`src/rtl/ex_mem_pipe_stage.sv`:
```
// rtl/ex_mem_pipe_stage.sv - elastic valid/ready pipeline stage with optional skid entry
module ex_mem_pipe_stage #(
    parameter int CTRL_W = 6,
    parameter int DATA_W = 166,
    parameter int SKID   = 1
) (
    input  logic              clk_i,
    input  logic              rst_i,
    input  logic              in_valid_i,
    output logic              in_ready_o,
    input  logic [CTRL_W-1:0] in_ctrl_i,
    input  logic [DATA_W-1:0] in_data_i,
    input  logic              flush_i,
    output logic              out_valid_o,
    input  logic              out_ready_i,
    output logic [CTRL_W-1:0] out_ctrl_o,
    output logic [DATA_W-1:0] out_data_o,
    output logic [1:0]        count_o
);

    // Head entry; it is what the downstream stage sees.
    logic              mainValid;
    logic [CTRL_W-1:0] mainCtrl;
    logic [DATA_W-1:0] mainData;

    // Second entry, only ever filled when SKID is enabled.
    logic              skidValid;
    logic [CTRL_W-1:0] skidCtrl;
    logic [DATA_W-1:0] skidData;

    logic [1:0]        countReg;

    logic              mainValidNext;
    logic [CTRL_W-1:0] mainCtrlNext;
    logic [DATA_W-1:0] mainDataNext;
    logic              skidValidNext;
    logic [CTRL_W-1:0] skidCtrlNext;
    logic [DATA_W-1:0] skidDataNext;
    logic [1:0]        countNext;

    logic              accept;
    logic              pop;

    // With the skid entry, ready depends only on a register, which cuts the
    // out_ready_i -> in_ready_o timing path between neighbouring stages.
    assign in_ready_o  = (SKID != 0) ? ~skidValid : (~mainValid | out_ready_i);
    assign accept      = in_valid_i & in_ready_o;
    assign pop         = mainValid & out_ready_i;

    assign out_valid_o = mainValid;
    assign out_ctrl_o  = mainCtrl;
    assign out_data_o  = mainData;
    assign count_o     = countReg;

    // Next-state: flush wins, then skid drain, then accept/pop routing.
    always_comb begin
        mainValidNext = mainValid;
        mainCtrlNext  = mainCtrl;
        mainDataNext  = mainData;
        skidValidNext = skidValid;
        skidCtrlNext  = skidCtrl;
        skidDataNext  = skidData;

        if (flush_i) begin
            // Control is zeroed with the valid bit so a bubble never writes state;
            // data is left alone since nothing qualifies it.
            mainValidNext = 1'b0;
            mainCtrlNext  = '0;
            skidValidNext = 1'b0;
            skidCtrlNext  = '0;
        end else if (SKID != 0) begin
            if (skidValid) begin
                // in_ready_o is low here, so only a drain into main can happen.
                if (pop) begin
                    mainValidNext = 1'b1;
                    mainCtrlNext  = skidCtrl;
                    mainDataNext  = skidData;
                    skidValidNext = 1'b0;
                    skidCtrlNext  = '0;
                end
            end else if (accept && (!mainValid || pop)) begin
                mainValidNext = 1'b1;
                mainCtrlNext  = in_ctrl_i;
                mainDataNext  = in_data_i;
            end else if (accept) begin
                skidValidNext = 1'b1;
                skidCtrlNext  = in_ctrl_i;
                skidDataNext  = in_data_i;
            end else if (pop) begin
                mainValidNext = 1'b0;
                mainCtrlNext  = '0;
            end
        end else begin
            if (accept) begin
                mainValidNext = 1'b1;
                mainCtrlNext  = in_ctrl_i;
                mainDataNext  = in_data_i;
            end else if (pop) begin
                mainValidNext = 1'b0;
                mainCtrlNext  = '0;
            end
        end

        countNext = {1'b0, mainValidNext} + {1'b0, skidValidNext};
    end

    // State register; reset clears everything including the data bundles.
    always_ff @(posedge clk_i) begin
        if (rst_i) begin
            mainValid <= 1'b0;
            mainCtrl  <= '0;
            mainData  <= '0;
            skidValid <= 1'b0;
            skidCtrl  <= '0;
            skidData  <= '0;
            countReg  <= 2'd0;
        end else begin
            mainValid <= mainValidNext;
            mainCtrl  <= mainCtrlNext;
            mainData  <= mainDataNext;
            skidValid <= skidValidNext;
            skidCtrl  <= skidCtrlNext;
            skidData  <= skidDataNext;
            countReg  <= countNext;
        end
    end

endmodule
```
`config.mk`:
```
export PLATFORM = sky130hd
export DESIGN_NAME = ex_mem_pipe_stage
export DESIGN_NICKNAME = d
export VERILOG_FILES = /design/src/rtl/ex_mem_pipe_stage.sv
export SDC_FILE = /design/constraint.sdc
export NUM_CORES = 1
export LEC_CHECK = 0
export BUFFER_PORTS_ARGS = -buffer_cell sky130_fd_sc_hd__buf_2
export CORE_UTILIZATION = 62
export CTS_BUF_LIST = sky130_fd_sc_hd__clkbuf_2 sky130_fd_sc_hd__clkbuf_4 sky130_fd_sc_hd__clkbuf_8
export CTS_CLUSTER_DIAMETER = 100
export CTS_CLUSTER_SIZE = 10
export DETAILED_ROUTE_END_ITERATION = 7
export PLACE_DENSITY = 0.94
export SYNTH_ARGS = -nofsm -noshare
export SYNTH_HDL_FRONTEND = slang
export SYNTH_SLANG_ARGS = --single-unit
```
`constraint.sdc`:
```
create_clock -name clk_i -period 3.8 [get_ports clk_i]
set_input_delay 0 -clock clk_i [delete_from_list [all_inputs] [get_ports clk_i]]
set_output_delay 0 -clock clk_i [all_outputs]
set_load 0.03 [all_outputs]
```
# [After elaboration in Yosys (flattened, before gate mapping)]
# Index checks and enable logic that the tools add are counted.
[word_totals] ff_bits=348 input_bits=177 word_cells=49
[op_classes] n_addsub=1 eq_ne=3 muxes=22 n_bitwise=5 n_reduce_logical=11
[op_table] cell="2-to-1 mux 166 bit" count=3
[op_table] cell="2-to-1 mux 6 bit" count=8
[op_table] cell="2-to-1 mux 1 bit" count=11
[op_table] cell="AND reduction 3 bit" count=3
[op_table] cell="nonzero test 2 bit" count=3
[op_table] cell="AND reduction 4 bit" count=1
[op_table] cell="inequality test 3 x 2 -> 1 bit, second input constant" count=1
[op_table] cell="inverter 1 bit" count=3
[op_table] cell="adder 1 x 1 -> 2 bit" count=1
[op_table] cell="bitwise AND 1 bit" count=2
[op_table] cell="inequality test 2 x 1 -> 1 bit, second input constant" count=1
[op_table] cell="inequality test 2 bit, second input constant" count=1
[op_table] cell="OR reduction 2 bit" count=1
[op_table] cell="logical AND 1 bit" count=1
[op_table] cell="zero test 1 bit" count=1
[op_table] cell="logical OR 1 bit" count=1

# [Longest topological paths before layout]
# Gate-level depths: netlist of the first run.
[logic_depth] depth_word=7 mapped_depth=7 mapped_depth_nobuf=5

# [Worst setup path before layout of the first run]
# No wires, ideal clock.
[synth_timing] path_type="register to register" from="register mainValid (netlist: out_valid_o)" to="register mainData[0] (netlist: out_data_o[0])" setup_ps=121 arrival_ps=1646 required_time_ps=3679 setup_slack_ps=2033 path_stages_with_launch=7 path_buffers=3 synth_period_minus_slack_ps=1767 path_cell_list="dfxtp_1 -> buf_6 -> nand2_1 -> a211o_1 -> buf_6 -> buf_6 -> mux2_4"
[synth_between] elab_chain_cells=5 word_cells_on_any_way=7
[synth_lines] item="start, declared" line_no="22" rtl="logic mainValid;"
[synth_lines] item="start signal, assigned" line_no="118" rtl="mainValid <= mainValidNext;"
[synth_lines] item="bitwise AND 1 bit or zero test 1 bit (tied branches)" line_no="48, 81"
[synth_lines] item="logical OR 1 bit" line_no="81" rtl="end else if (accept && (!mainValid || pop)) begin"
[synth_lines] item="logical AND 1 bit" line_no="81"
[synth_lines] item="nonzero test 2 bit (no line)"
[synth_lines] item="AND reduction 3 bit (no line) (*)"
[synth_lines] item="end signal, assigned" line_no="120" rtl="mainData <= mainDataNext;"
[synth_lines] item="end, declared" line_no="24" rtl="logic [DATA_W-1:0] mainData;"
# Mark *: on every way between the ends. The rest lies on a longest branch, timed or not.
# A chain may end at the register's enable or synchronous reset.

# [Final worst setup path of the first run]
[layout_timing] from="register mainValid (netlist: out_valid_o)" to="register mainData[137] (netlist: out_data_o[137])"
# Same word-level chain as after synthesis.

==> results of run 1 <==
-- critical path, cell delays in order, from the launching register on --
cell and delay [ns]:
dfxtp_1 0.49, nor2b_1 0.27, a211o_4 0.53, buf_12 0.46
mux2_2 0.41
-- worst min-delay path by stage --
stage                 endpoint    startpoint  cells past startpoint  slack, ns
3_3_place_gp       skidCtrl[3]  in_ctrl_i[3]                      2       0.23
5_1_grt         out_data_o[98]         rst_i                      3       0.23
6_report       out_data_o[126]         rst_i                      3       0.20
3_5_place_dp       skidCtrl[3]  in_ctrl_i[3]                      2       0.24
4_1_cts        out_data_o[124]         rst_i                      3       0.17
2_1_floorplan      skidCtrl[0]  in_ctrl_i[0]                      1       0.13
-- layout make-up --
cell class                 instances  area share, %
clock buffer                      43           2.71
antenna                            9          0.104
multi-input combinational       1216           45.3
sequential                       348           32.3
inverter                           1         0.0174
tap                              378           2.19
timing repair buffer             548           17.4
-- flip-flops by register name, indices dropped and copies added, names as in the netlist --
signal / count
out_data_o: 166
skidData: 166
out_ctrl_o: 6
skidCtrl: 6
count_o: 2
out_valid_o: 1
skidValid: 1
-- timing repair --
| item | 4_1_cts | 5_1_grt |
|---|---|---|
| endpoints found under the hold margin | 346 | 0 |
| gates resized for setup | 0 | 0 |
| hold buffers | 176 | 0 |
-- logic make-up after synthesis --
logic type               count (synthesis)  share of synthesized area (%)
AO/OA/AOI/OAI                           21                          0.852
adder cells (fa/ha/maj)                  1                         0.0716
buffers and inverters                  135                           4.16
flip-flops                             348                           39.9
multiplexers                           498                           32.7
AND/OR/NAND/NOR                        696                           22.3
-- synth_stat cells, types with 6 or more instances --
cell      number
mux2_2        26
nor3_1        10
nand2_1        7
buf_2         29
clkbuf_1      66
dfxtp_1      348
buf_6         17
mux2_4       140
o21ai_0        6
nor2b_1      169
a22o_1         6
mux2i_1      332
buf_4         15
buf_1          7
a211oi_1       6
nand2b_1     334
nor2_1       170
-- report_power, final --
part | internal [mW] | switching [mW] | total (mW)
combinational | 0.597 | 0.678 | 1.28
sequential | 3.76 | 0.0722 | 3.83
clock | 0.994 | 1.29 | 2.28
total | 5.35 | 2.04 | 7.38
-- stage by stage --
step	std cells	hold WS, ns	worst slack [ns]	power (mW)
final	2543	0.201	1.41	7.38
after floorplan	1699	0.126	2.03	4.67
after CTS	2534	0.174	1.45	7.31
after global routing	2538	0.226	1.33	7.62
after global placement	2315	0.233	1.52	4.93
after detailed placement	2315	0.237	1.47	4.97
-- routing by layer --
layer | GRT usage, % | vias to the layer above
li1 | - | 6487
met1 | 35.6 | 6734
met2 | 56.8 | 673
met3 | 7.47 | 230
met4 | 19.3 | 0
met5 | 0 | -
==> impl_metrics.env, run 1 <==
export IMPL_routed_wl_microns=49200
export IMPL_grt_pass1_wl_microns=75000
export IMPL_die_h_microns=170
export IMPL_synth_seq_cells=348
export IMPL_cts_root_buf="clkbuf_8"
export IMPL_fin_crit_sh_pct=63.0
export IMPL_ys_seq_area_share_pct=39.9
export IMPL_syn_inst=1699
export IMPL_track_usage_pct=32.4
export IMPL_clk_latency_ns=0.55
export IMPL_yosys_cell_types_count=28
export IMPL_port_buffers=352
export IMPL_dieArea_sq_um=28900
export IMPL_max_freq_mhz=418
export IMPL_end_kind="flip-flop"
export IMPL_clk_pin_slew_ns=0.07
export IMPL_synth_warnings=0
export IMPL_first_global_vias=14700
export IMPL_syn2layout_area_growth_pct=23.7
export IMPL_crit_required_ns=4.22
export IMPL_path_max_fanout=73
export IMPL_reg2reg_from="out_valid_o"
export IMPL_numCtsBuffers=40
export IMPL_power_density_nw_per_um2=342
export IMPL_placed_cell_area_sq_um=19200
export IMPL_hold_viol_final=0
export IMPL_drv_cap=0
export IMPL_highest_layer="met4"
export IMPL_synth_top_area_cell="dfxtp_1"
export IMPL_arrival_ns=2.81
export IMPL_fill_cells=1566
export IMPL_design_area_sq_um=21600
export IMPL_tns_ns=0
export IMPL_outcome="finished clean"
export IMPL_async_flop_share_pct=0
export IMPL_irDropWorstVdd_mv=0.280
export IMPL_final_max_slew_viol_count=0
export IMPL_syn_avg_cell_area_sq_um=10.3
export IMPL_tritoncts="yes"
export IMPL_synthTopCellsByArea="dfxtp_1 (40%), mux2i_1 (19%), mux2_4 (12%)"
export IMPL_final_common_cell="buf_2"
export IMPL_viasPerCell=5.55
export IMPL_cts_setup_buffers=0
export IMPL_grt_overflow=0
export IMPL_ios=353
export IMPL_fin_skew_ns=0.0153
export IMPL_core_sq_um=27800
export IMPL_clock_sinks=348
export IMPL_leakage_nw=9.07
export IMPL_synth_top_flop_cell="dfxtp_1"
export IMPL_initial_core_util_pct=62.9
export IMPL_nets=2333
export IMPL_rsz0062_at_grt="false"
export IMPL_rr_endpoint="out_data_o[137]"
export IMPL_final_cell_mix="buf_2 (351), dfxtp_1 (347), nand2b_1 (334), mux2i_1 (332), dlygate4sd3_1 (176)"
export IMPL_std_cell_rows=61
export IMPL_max_slew_margin_pct=31.7
export IMPL_multi_input_area_sq_um=9800
export IMPL_hold_class="primary input to flip-flop"
export IMPL_num_vias=14100
export IMPL_antenna_found_initial=5
export IMPL_synth_area_sq_um=17500
export IMPL_grt_max_degree=201
export IMPL_regArea_sq_um=6970
export IMPL_setup_viol_count_final=0
export IMPL_ff2ff_path_depth=4
export IMPL_drc=0
export IMPL_yosysTopAreaCellShare_pct=39.9
export IMPL_wl_per_cell_microns=19.4
export IMPL_clockBufferDepth=3
export IMPL_syn_nets=1877
export IMPL_drt_pass1_iter_count=5
export IMPL_dieWidth_microns=170
export IMPL_crit_type="flip-flop to flip-flop"
export IMPL_r2r_slack_ns=1.41
export IMPL_dp_hpwl_microns=26500
export IMPL_tightest_slew_ns=1.02
export IMPL_cp_endpoint="out_data_o[137]"
export IMPL_synth_edf_count=0
export IMPL_first_iter_violations=1095
export IMPL_ant_nets=0
export IMPL_final_util_pct=77.8
export IMPL_drive_gt1_share_pct=27.1
export IMPL_cp_start_kind="flip-flop"
export IMPL_wl_met2_microns=24400
export IMPL_crit_start="out_valid_o"
export IMPL_routed_wl_met3_microns=3520
export IMPL_layout_min_cycle_time_ns=2.39
export IMPL_place_gp_congestion=0.796
export IMPL_met1Wirelength_microns=18600
export IMPL_htree_levels=2
Power figures use the tool's default switching activity.
==> inputs of run 2 (changes only) <==
--- a/config.mk
+++ b/config.mk
@@ -6,12 +6,12 @@
 export NUM_CORES = 1
 export LEC_CHECK = 0
 export BUFFER_PORTS_ARGS = -buffer_cell sky130_fd_sc_hd__buf_2
-export CORE_UTILIZATION = 62
+export CORE_UTILIZATION = 57
 export CTS_BUF_LIST = sky130_fd_sc_hd__clkbuf_2 sky130_fd_sc_hd__clkbuf_4 sky130_fd_sc_hd__clkbuf_8
 export CTS_CLUSTER_DIAMETER = 100
 export CTS_CLUSTER_SIZE = 10
 export DETAILED_ROUTE_END_ITERATION = 7
-export PLACE_DENSITY = 0.94
+export PLACE_DENSITY = 0.87
 export SYNTH_ARGS = -nofsm -noshare
 export SYNTH_HDL_FRONTEND = slang
 export SYNTH_SLANG_ARGS = --single-unit
==> constraint.sdc (replaced) <==
create_clock -name clk_i -period 2.25 [get_ports clk_i]
set_input_delay 0 -clock clk_i [delete_from_list [all_inputs] [get_ports clk_i]]
set_output_delay 0 -clock clk_i [all_outputs]
set_load 0.03 [all_outputs]
==> run 2 against run 1 <==
Against the previous run: via count down 4.5%; fmax up 13%; combinational power up 68%; largest cell class unchanged; sequential cell count unchanged; global-route usage down 4.9 points; clock skew up 0.012 ns; final cell count up 0.75%; count of clock-buffer cells in the layout unchanged; die area up 8.7%; sequential share of layout area down 0.37 points; sequential power up 68%; cell area up 1.2%.
==> impl_metrics.env, run 2 (synthesis gave the netlist of run 1 again) <==
export IMPL_drv_cap=0
export IMPL_critPathTopFamily="flip-flops"
export IMPL_power_density_nw_per_um2=569
export IMPL_hold_class="primary input to flip-flop"
export IMPL_irDropWorstVdd_mv=0.565
export IMPL_cp_start_kind="flip-flop"
export IMPL_fill_cells=1856
export IMPL_core_sq_um=29900
export IMPL_instances_no_fill=2562
export IMPL_nets=2346
export IMPL_max_slew_margin_pct=45.8
export IMPL_drc=0
export IMPL_path_max_fanout=34
export IMPL_rsz0062_at_grt="false"
export IMPL_htree_levels=2
export IMPL_hold_depth=3
export IMPL_track_usage_pct=27.5
export IMPL_ff2ff_path_depth=4
export IMPL_syn2layout_area_growth_pct=25.1
export IMPL_clk_latency_ns=0.55
export IMPL_cts_setup_buffers=0
export IMPL_grt_pass1_wl_microns=70000
export IMPL_viasPerCell=5.26
export IMPL_critical_path_depth=4
export IMPL_critPathMaxStageDelay_ns=0.49
export IMPL_path_cells="nor2b_1, a211o_4, buf_12, mux2_4"
export IMPL_hold_ws_ns=0.244
export IMPL_port_buffers=352
export IMPL_ios=353
export IMPL_initial_core_util_pct=58.5
export IMPL_routed_wl_microns=44500
export IMPL_std_cell_rows=63
export IMPL_antenna_found_initial=1
export IMPL_tightest_slew_ns=0.811
export IMPL_outcome="finished clean"
export IMPL_tns_ns=0
export IMPL_setup_viol_count_final=0
export IMPL_max_freq_mhz=472
export IMPL_dp_slack_ns=0.207
export IMPL_wl_per_cell_microns=17.4
export IMPL_arrival_ns=2.53
export IMPL_setup_ws_ns=0.133
export IMPL_layout_min_cycle_time_ns=2.12
export IMPL_cts_root_buf="clkbuf_8"
export IMPL_final_common_cell="buf_2"
export IMPL_crit_required_ns=2.67
export IMPL_end_kind="flip-flop"
export IMPL_clockBufferDepth=3
export IMPL_drt_pass1_iter_count=5
export IMPL_place_gp_congestion=0.798
export IMPL_final_max_slew_viol_count=0
export IMPL_fin_crit_sh_pct=94.1
export IMPL_leakage_nw=9.18
export IMPL_first_iter_violations=778
export IMPL_total_power_mw=12.5
export IMPL_hold_viol_final=0
export IMPL_clock_sinks=348
export IMPL_die_h_microns=177
export IMPL_ant_nets=0
export IMPL_first_global_vias=13900
export IMPL_num_vias=13500
export IMPL_tritoncts="yes"
export IMPL_dieArea_sq_um=31400
export IMPL_crit_type="flip-flop to flip-flop"
export IMPL_fin_skew_ns=0.0269
export IMPL_crit_buf_inv=1
export IMPL_slowest_stage="dfxtp_1"
export IMPL_dp_cells=2339
export IMPL_dieWidth_microns=177
export IMPL_final_cell_mix="buf_2 (351), dfxtp_1 (347), nand2b_1 (334), mux2i_1 (332), dlygate4sd3_1 (177)"
export IMPL_drive_gt1_share_pct=27.6
export IMPL_numCtsBuffers=40
export IMPL_clk_pin_slew_ns=0.08
export IMPL_grt_max_degree=103
export IMPL_grt_overflow=0
export IMPL_dp_hpwl_microns=26600
run 2: repair_timing:
item / CTS / global route
endpoints found under the hold margin: 348 / 0
hold buffers: 177 / 0
setup endpoints to repair: 0 / 1
gates resized for setup: 0 / 1
run 2: final timing paths:
check                                  start              to  slack (ns)
worst max-delay path             out_valid_o  out_data_o[50]        0.13
worst min register to register  skidData[40]    skidData[40]        0.47
worst min-delay path            in_ctrl_i[4]     skidCtrl[4]        0.24
worst max register to register   out_valid_o  out_data_o[50]        0.13
run 2: cell type report:
type / count / area (sq um) / share of cell area (%)
antenna: 1 / 2.50 / 0.0114
clock buffer: 43 / 586 / 2.68
clock inverter: 2 / 15.0 / 0.0687
inverter: 1 / 3.75 / 0.0172
multi-input combinational: 1216 / 9800 / 44.8
sequential: 348 / 6970 / 31.9
tap: 390 / 488 / 2.23
timing repair buffer: 561 / 4000 / 18.3
run 2: tightest hold or removal path, delay by kind of cell:
family / cells / cell delay, ns
AO/OA/AOI/OAI: 1 / 0.12
buffers and inverters: 2 / 0.65
run 2: layer usage:
layer / vias to the layer above / share of wire, % / global-route usage (%) / wire, microns
li1: 6500 / - / - / -
met5: - / 0 / 0 / 0
met2: 445 / 49 / 48.3 / 21800
met4: 0 / 4.2 / 12.8 / 1890
met3: 132 / 6.9 / 7.07 / 3080
met1: 6405 / 40 / 30.9 / 17700
run 2: stage by stage:
| step | utilization (%) | area, sq um |
|---|---|---|
| floorplan | - | 17500 |
| global placement | 65.2 | 19500 |
| detailed placement | 65.2 | 19500 |
| CTS | 73.2 | 21900 |
| global route | 73.2 | 21900 |
| finish | 73.2 | 21900 |
run 2: where the power goes:
part	switching (mW)	internal, mW
clock network	2.16	1.69
logic	1.12	1.03
registers	0.104	6.35
total	3.38	9.07
==> inputs of run 3 (changes only) <==
--- a/config.mk
+++ b/config.mk
@@ -6,7 +6,9 @@
 export NUM_CORES = 1
 export LEC_CHECK = 0
 export BUFFER_PORTS_ARGS = -buffer_cell sky130_fd_sc_hd__buf_2
-export CORE_UTILIZATION = 57
+export CELL_PAD_IN_SITES_DETAIL_PLACEMENT = 1
+export CELL_PAD_IN_SITES_GLOBAL_PLACEMENT = 1
+export CORE_UTILIZATION = 44
 export CTS_BUF_LIST = sky130_fd_sc_hd__clkbuf_2 sky130_fd_sc_hd__clkbuf_4 sky130_fd_sc_hd__clkbuf_8
 export CTS_CLUSTER_DIAMETER = 100
 export CTS_CLUSTER_SIZE = 10
==> run 3 against run 2 <==
Against the previous run: combinational power is 4% higher; die area is 29% higher; count of clock-buffer cells in the layout stayed put; critical endpoint is now out_ctrl_o[2]; non-clock buffer count is 13 higher; power is 2.6% higher; sequential share of layout area is 0.55 points lower.
==> impl_metrics.env, run 3 (synthesis gave the netlist of run 1 again) <==
export IMPL_outcome="finished clean"
export IMPL_critPathMaxStageDelay_ns=0.63
export IMPL_tritoncts="yes"
export IMPL_htree_levels=2
export IMPL_ant_nets=0
export IMPL_final_max_slew_viol_count=0
export IMPL_clock_sinks=348
export IMPL_initial_core_util_pct=44.9
export IMPL_cp_start_kind="flip-flop"
export IMPL_power_switching_mw=3.69
export IMPL_drc=0
export IMPL_ff2ff_path_depth=4
export IMPL_crit_type="flip-flop to flip-flop"
export IMPL_core_sq_um=38900
export IMPL_fin_crit_sh_pct=92.5
export IMPL_fin_skew_ns=0.0206
export IMPL_hold_depth=4
export IMPL_rsz0062_at_grt="false"
export IMPL_clk_latency_ns=0.61
export IMPL_hold_class="primary input to flip-flop"
export IMPL_track_usage_pct=27.5
export IMPL_ios=353
export IMPL_crit_required_ns=2.75
export IMPL_dieArea_sq_um=40500
export IMPL_crit_start="out_valid_o"
export IMPL_numCtsBuffers=40
export IMPL_rr_endpoint="out_ctrl_o[2]"
export IMPL_leakage_nw=9.28
export IMPL_hold_viol_final=0
export IMPL_final_cell_mix="buf_2 (351), dfxtp_1 (346), nand2b_1 (334), mux2i_1 (331), dlygate4sd3_1 (189)"
export IMPL_reg2reg_from="out_valid_o"
export IMPL_tightest_slew_ns=0.786
export IMPL_die_h_microns=201
export IMPL_grt_pass1_wl_microns=88400
export IMPL_syn2layout_area_growth_pct=27.3
export IMPL_regArea_sq_um=6970
export IMPL_grt_max_degree=96
export IMPL_power_density_nw_per_um2=574
export IMPL_clockBufferDepth=3
export IMPL_first_global_vias=15800
export IMPL_grt_overflow=0
export IMPL_drive_gt1_share_pct=27.5
export IMPL_path_max_fanout=10
export IMPL_wl_per_cell_microns=21.2
export IMPL_combinationalPowerShare_pct=17.5
export IMPL_hold_ws_ns=0.202
export IMPL_clk_pin_slew_ns=0.08
export IMPL_max_freq_mhz=480
export IMPL_layout_min_cycle_time_ns=2.08
export IMPL_slowest_stage="nor3_1"
export IMPL_clock_power_share_pct=31.8
export IMPL_port_buffers=352
export IMPL_antenna_found_initial=8
export IMPL_dp_hpwl_microns=31500
export IMPL_first_iter_violations=562
export IMPL_fill_cells=4324
export IMPL_std_cell_rows=72
export IMPL_nets=2359
export IMPL_r2r_slack_ns=0.17
export IMPL_drv_cap=0
export IMPL_hold_path_end="skidData[28]"
export IMPL_multi_input_area_sq_um=9820
export IMPL_place_gp_congestion=0.798
export IMPL_end_kind="flip-flop"
export IMPL_path_cells="nor2b_1, nor3_1, a211oi_1, dlygate4sd3_1"
export IMPL_routed_wl_microns=57400
export IMPL_tns_ns=0
export IMPL_switching_share_pct=28.9
export IMPL_cts_root_buf="clkbuf_8"
export IMPL_setup_viol_count_final=0
export IMPL_arrival_ns=2.58
export IMPL_viasPerCell=5.15
export IMPL_dieWidth_microns=201
export IMPL_max_slew_margin_pct=47.2
export IMPL_final_common_cell="buf_2"
export IMPL_pwr_share_seq_pct=50.7
export IMPL_num_vias=14000
export IMPL_irDropWorstVdd_mv=0.502
export IMPL_drt_pass1_iter_count=4
export IMPL_p_int_mw=9.08
export IMPL_hold_start="in_data_i[28]"
[run 3: cell types whose count changed in the layout (fill, tap and decap cells not counted), moves of 2 or more]
cell           previous run  this run
diode_2                   1         9
buf_4                    15        12
buf_16                    0         2
dlygate4sd3_1           177       189
[run 3: worst max-delay path, delay by kind of cell (launching register included)]
kind / cells / cell delay [ns]
and+or+nand+nor: 2 / 0.81
buffers and inverters: 1 / 0.59
DFF: 1 / 0.39
AOI/OAI and AO/OA: 1 / 0.18
[run 3: area by class of cell]
| class | count | share of cell area, % |
|---|---|---|
| multi-input cells | 1216 | 44.1 |
| flip-flops and latches | 348 | 31.3 |
| repair buffers | 574 | 18.8 |
| well taps | 518 | 2.91 |
| clock buffers | 43 | 2.63 |
| diodes | 9 | 0.101 |
| clock inverters | 2 | 0.0675 |
| inverters | 1 | 0.0169 |
[run 3: worst max path at each step]
stage	slack (ns)	cells past startpoint	to
floorplan	0.48	6	out_data_o[0]
global placement	0.41	4	out_data_o[102]
detailed placement	0.26	4	out_data_o[115]
CTS	0.02	5	out_ctrl_o[2]
global route	0.07	5	out_ctrl_o[2]
finish	0.17	4	out_ctrl_o[2]
[run 3: power by group through the flow]
stage / registers [mW] / logic, mW / clock network [mW]
final: 6.48 / 2.24 / 4.06
after global placement: 6.59 / 1.82 / 0
after floorplan: 6.89 / 0.988 / 0
after CTS: 6.46 / 2.16 / 4.10
after global routing: 6.49 / 2.36 / 4.38
after detailed placement: 6.60 / 1.89 / 0
[run 3: layer usage]
| layer | vias up | GRT usage (%) | wire length [microns] |
|---|---|---|---|
| li1 | 6548 | - | - |
| met1 | 6844 | 29.9 | 22700 |
| met2 | 402 | 51.3 | 29600 |
| met3 | 157 | 4.84 | 2610 |
| met4 | 0 | 12.9 | 2500 |
| met5 | - | 0 | 0 |
[run 3: timing repair]
action / in CTS / in global routing
endpoints found under the setup margin: 0 / 3
endpoints found under the hold margin: 348 / 0
setup buffers: 0 / 1
hold buffers: 190 / 0
gates resized for setup: 0 / 7
[run 3: through the flow]
step	cell area (sq um)	instances	setup WS, ns	utilization [%]	total power [mW]
floorplan	17500	1699	0.483	-	7.88
global placement	19700	2465	0.408	50.5	8.41
detailed placement	19700	2465	0.265	50.5	8.48
CTS	22200	2700	0.0186	56.9	12.7
global route	22300	2710	0.0661	57.2	13.2
finish	22300	2711	0.169	57.2	12.8
